File: src/rtl/snac_db15_reader.sv
// SNAC DB15 serial reader: scans a 165-style shift chain and accepts a frame only when two consecutive frames agree.
// Latency: outputs follow a button change within 1-2 frames; free-running scan, no backpressure.
module snac_db15_reader #(
  parameter int CLK_DIV   = 24,
  parameter int NBITS     = 24,
  parameter int GAP_TICKS = 64
) (
  input  logic        clk_sys,
  input  logic        reset,
  input  logic        enable,
  input  logic        JOY_DATA,
  output logic        JOY_CLK,
  output logic        JOY_LOAD,
  output logic [15:0] joystick1,
  output logic [15:0] joystick2,
  output logic        frame_stb
);
  localparam int HALF  = NBITS / 2;
  localparam int DIV_W = (CLK_DIV > 1) ? $clog2(CLK_DIV) : 1;
  localparam int IDX_W = (NBITS > 1) ? $clog2(NBITS) : 1;
  localparam int CNT_W = $clog2(GAP_TICKS + 2);

  typedef enum logic [2:0] {
    S_GAP,
    S_LOAD,
    S_SHA,
    S_SHB,
    S_DONE
  } state_t;

  state_t           state, state_nxt;
  logic [DIV_W-1:0] div;
  logic             tick;
  logic [CNT_W-1:0] cnt, cnt_nxt;
  logic [IDX_W-1:0] idx, idx_nxt;
  logic [NBITS-1:0] sh, prev;
  logic             data_s1, data_s2;
  logic             sample;

  assign tick = (div == DIV_W'(CLK_DIV - 1));

  // Divider freezes during the single DONE cycle so every frame is one cycle longer than a whole number of ticks.
  always_ff @(posedge clk_sys) begin
    if (reset) begin
      div <= '0;
    end else if (state != S_DONE) begin
      div <= tick ? '0 : div + DIV_W'(1);
    end
  end

  always_ff @(posedge clk_sys) begin
    if (reset) begin
      data_s1 <= 1'b1;
      data_s2 <= 1'b1;
    end else begin
      data_s1 <= JOY_DATA;
      data_s2 <= data_s1;
    end
  end

  always_comb begin
    state_nxt = state;
    cnt_nxt   = cnt;
    idx_nxt   = idx;
    sample    = 1'b0;
    case (state)
      S_GAP: begin
        if (tick) begin
          if (cnt >= CNT_W'(GAP_TICKS - 1)) begin
            if (enable) begin
              state_nxt = S_LOAD;
              cnt_nxt   = '0;
            end
          end else begin
            cnt_nxt = cnt + CNT_W'(1);
          end
        end
      end
      S_LOAD: begin
        if (tick) begin
          if (cnt == CNT_W'(1)) begin
            state_nxt = S_SHA;
            cnt_nxt   = '0;
            idx_nxt   = '0;
          end else begin
            cnt_nxt = cnt + CNT_W'(1);
          end
        end
      end
      S_SHA: begin
        if (tick) state_nxt = S_SHB;
      end
      S_SHB: begin
        // Capture just before the rising edge: the synchronised data has had the whole bit period to settle.
        if (tick) begin
          sample = 1'b1;
          if (idx == IDX_W'(NBITS - 1)) begin
            state_nxt = S_DONE;
          end else begin
            idx_nxt   = idx + IDX_W'(1);
            state_nxt = S_SHA;
          end
        end
      end
      S_DONE: begin
        state_nxt = S_GAP;
        cnt_nxt   = '0;
      end
      default: state_nxt = S_GAP;
    endcase
  end

  always_ff @(posedge clk_sys) begin
    if (reset) begin
      state     <= S_GAP;
      cnt       <= '0;
      idx       <= '0;
      sh        <= '0;
      prev      <= '0;
      joystick1 <= '0;
      joystick2 <= '0;
      JOY_CLK   <= 1'b1;
      JOY_LOAD  <= 1'b1;
      frame_stb <= 1'b0;
    end else begin
      state     <= state_nxt;
      cnt       <= cnt_nxt;
      idx       <= idx_nxt;
      JOY_CLK   <= (state_nxt != S_SHB);
      JOY_LOAD  <= (state_nxt != S_LOAD);
      frame_stb <= (state_nxt == S_DONE);
      if (sample) sh[idx] <= ~data_s2;
      if (state == S_DONE) begin
        if (sh == prev) begin
          joystick1 <= 16'(sh[HALF-1:0]);
          joystick2 <= 16'(sh[NBITS-1:HALF]);
        end
        prev <= sh;
      end else if (state == S_GAP && !enable) begin
        joystick1 <= '0;
        joystick2 <= '0;
        prev      <= '0;
      end
    end
  end
endmodule

File: config.mk
export PLATFORM = sky130hd
export DESIGN_NAME = snac_db15_reader
export DESIGN_NICKNAME = d
export VERILOG_FILES = /design/src/rtl/snac_db15_reader.sv
export SDC_FILE = /design/constraint.sdc
export NUM_CORES = 1
export LEC_CHECK = 0
export BUFFER_PORTS_ARGS = -buffer_cell sky130_fd_sc_hd__buf_2
export CAP_MARGIN = 30
export CORE_MARGIN = 2
export CORE_UTILIZATION = 36
export DETAILED_ROUTE_END_ITERATION = 16
export PLACE_DENSITY = 0.57
export SLEW_MARGIN = 20
export SYNTH_ARGS = -nofsm -noshare
export SYNTH_HDL_FRONTEND = slang
export SYNTH_SLANG_ARGS = --single-unit
File: constraint.sdc
create_clock -name clk_sys -period 2.4 [get_ports clk_sys]
set_clock_uncertainty 0.15 [all_clocks]
set_input_delay 0.6 -clock clk_sys [delete_from_list [all_inputs] [get_ports clk_sys]]
set_output_delay 0.6 -clock clk_sys [all_outputs]
set_load 0.1 [all_outputs]
==> flow_summary.toml <==
[place]
dp_slack_ps = 12.67
portBuffers = 30
postPlaceCellArea_sq_um = 4451
place.gp.congestion = 0.8780
dp_hpwl_um = 6553

[timing]
period_share_pct = 94.14
fmax_mhz = 442.6
hold_viol = 0
finalCriticalPeriod_ps = 2259
setup_viol = 0
setup_slack_ps = 140.6
relSlewSlack_pct = 66.16
rsz0062_at_grt = "false"
tightest_slew_ps = 507.6
slew_violations = 0

[clocking]
cts_buffers = 9
cts.sinks = 97
htreeDepth = 3
post-cts-setup-buffer-count = 0
cts.repair.resized = 0
path_clk_slew_ps = 70
cts-root-buf = "clkbuf_16"
clk_path_buf_depth = 2
hold_buffers = 0
cts_tree = "yes"
clk_latency_ps = 340

[setup_path]
cpPeakStageDelay_ps = 470
start_kind = "flop"
path_class = "flop to flop"
path_max_fanout = 7
endpoint_kind = "flop"
crit_family = "simple AND/OR/NAND/NOR gates"
worstPathRequired_ps = 2520
crit_arrival_ps = 2380
critPathBufInv = 0
crit_chain = "ha_1, a21oi_1, o21ai_0, and3_1, or4_1, a31oi_1"
slowest_stage = "or4_1"

[pwr]
p_per_area_nw_per_um2 = 716.7
switching_power_uw = 753.5
power_frac_comb_pct = 3.7
p_total_mw = 3.452
netSwitchingFraction_pct = 21.83
internal_power_mw = 2.699
vdd_drop_max_uv = 443.2
p_leak_nw = 1.802
pwr-share-clk_pct = 49.3
sequentialPowerShare_pct = 47.0

[die]
dieArea_sq_um = 12410
initial_core_util_pct = 36.67
rows = 39
fp.dieH_um = 111.4
io_pins = 39
die_x_um = 111.4
core_sq_um = 11320

[final_layout]
most-common-layout-cells = "96 x dfxtp_1, 93 x nor2_1, 30 x buf_2"
syn_to_final_growth_pct = 16.03
final_common_cell = "dfxtp_1"
finish.instance_area_sq_um = 4817
antenna_cells_inserted = 0
drive_above_1_share_pct = 14.93
finalNetCount = 495
n_fill_cell = 1139

[routing]
drc = 0
ant_nets = 0
drt-initial-drc-count = 194
wirelength_um = 9537
drt-pass1-iter-count = 5
vias_per_cell = 5.310
wl_per_cell_um = 15.09
route.vias.total = 3356

[yosys]
ys_types = 51
yosysSeqAreaShare_pct = 46.78
netlist_instances = 456
ys_ff_latch = 97
yosysWarnings = 0
synth_area_per_cell_sq_um = 9.104
async_flop_share_pct = 0
synth_edf_count = 0
synth_flop_cell = "dfxtp_1"
netlist_area_sq_um = 4151

[global_routing]
grt_start_max_net_pins = 44
antenna_found_initial = 0
grt-ovfl-total = 0
grt_pass1_wl_um = 15900
grt_pass1_vias = 3140
grt.total_usage_pct = 15.78

[run_status]
status = "finished, final reports clean"

[min_path]
hold_path.class = "flop to flop"

[run]
max_cap_violations = 0
cells in the mapped netlist (5+ instances only):
cell,count,area [sq um]
nand3_1,13,65.06
buf_2,6,30.03
a31oi_1,5,31.28
nor2_1,93,349.1
a22o_1,24,210.2
a21oi_1,14,70.07
xnor2_1,24,210.2
nor3_1,6,30.03
nand2_1,11,41.29
dfxtp_1,97,1942
and3_1,6,37.54
a22oi_1,24,180.2
a211oi_1,24,180.2
clkbuf_1,15,56.30
buf_4,9,67.56
nand4_1,13,81.33
inv_1,6,22.52
nor4_1,6,37.54
ha_1,7,87.58
state kept, by name (all words and copies together) (netlist names):
signal	cells
prev	24
joystick2	12
sh	24
idx	5
data_s1	1
joystick1	12
frame_stb	1
JOY_LOAD	1
cnt	7
data_s2	1
state	3
div	5
JOY_CLK	1
cell families after synthesis:
logic type / after synthesis / synth area share (%)
AND/OR/NAND/NOR: 170 / 19.71
AO/OA/AOI/OAI: 110 / 20.04
flip-flops: 97 / 46.78
buffers and inverters: 41 / 4.882
XOR/XNOR: 28 / 5.907
adder cells (fa/ha/maj): 7 / 2.110
multiplexers: 2 / 0.4822
other: 1 / 0.09033
final timing paths:
check                   endpoint                 from  slack, ps  cells after the start
max          cnt[3]$_SDFFE_PP0P_  cnt[0]$_SDFFE_PP0P_        140                      6
min reg2reg   data_s2$_SDFF_PP1_   data_s1$_SDFF_PP1_        260                      1
max reg2reg  cnt[3]$_SDFFE_PP0P_  cnt[0]$_SDFFE_PP0P_        140                      6
min           data_s2$_SDFF_PP1_   data_s1$_SDFF_PP1_        260                      1
per-layer routing:
layer	share of wire (%)	up-vias	GRT usage, %	routed length, um
li1	-	1683	-	-
met1	47	1601	21.03	4437
met2	48	58	25.77	4586
met3	3.6	14	3.321	346
met4	1.7	0	5.021	165
met5	0	-	0	0
stage by stage:
stage / std cells / utilization [%] / setup TNS, ps / hold WS [ps]
floorplan: 463 / - / 0 / 239.5
global placement: 615 / 39.18 / -1518 / 248.9
detailed placement: 616 / 39.31 / 0 / 249.3
CTS: 632 / 42.47 / 0 / 263.1
global route: 632 / 42.55 / 0 / 289.8
finish: 632 / 42.55 / 0 / 258.1
power groups by stage:
stage          clock network (mW)  logic (mW)  registers (mW)
3_5_place_dp                    0       0.128            1.66
5_1_grt                      1.80       0.138            1.62
2_1_floorplan                   0       0.113            1.66
6_report                     1.70       0.127            1.62
4_1_cts                      1.74       0.128            1.62
3_3_place_gp                    0       0.124            1.66
worst reg2reg max path: cells and delay by family, from the launching register on:
family	cells	cell delay, ps
compound gates	3	620
fa+ha+maj	1	290
flops	1	370
simple gates	2	730
area by class of cell:
class,count,area [sq um],share of cell area [%]
tap,143,178.9,3.714
multi-input combinational,325,2044,42.44
inverter,6,22.52,0.4675
clock buffer,10,239.0,4.961
timing repair buffer,45,270.3,5.610
sequential,97,1943,40.34
clock inverter,6,118.9,2.468
(Power assumes the default switching activity.)
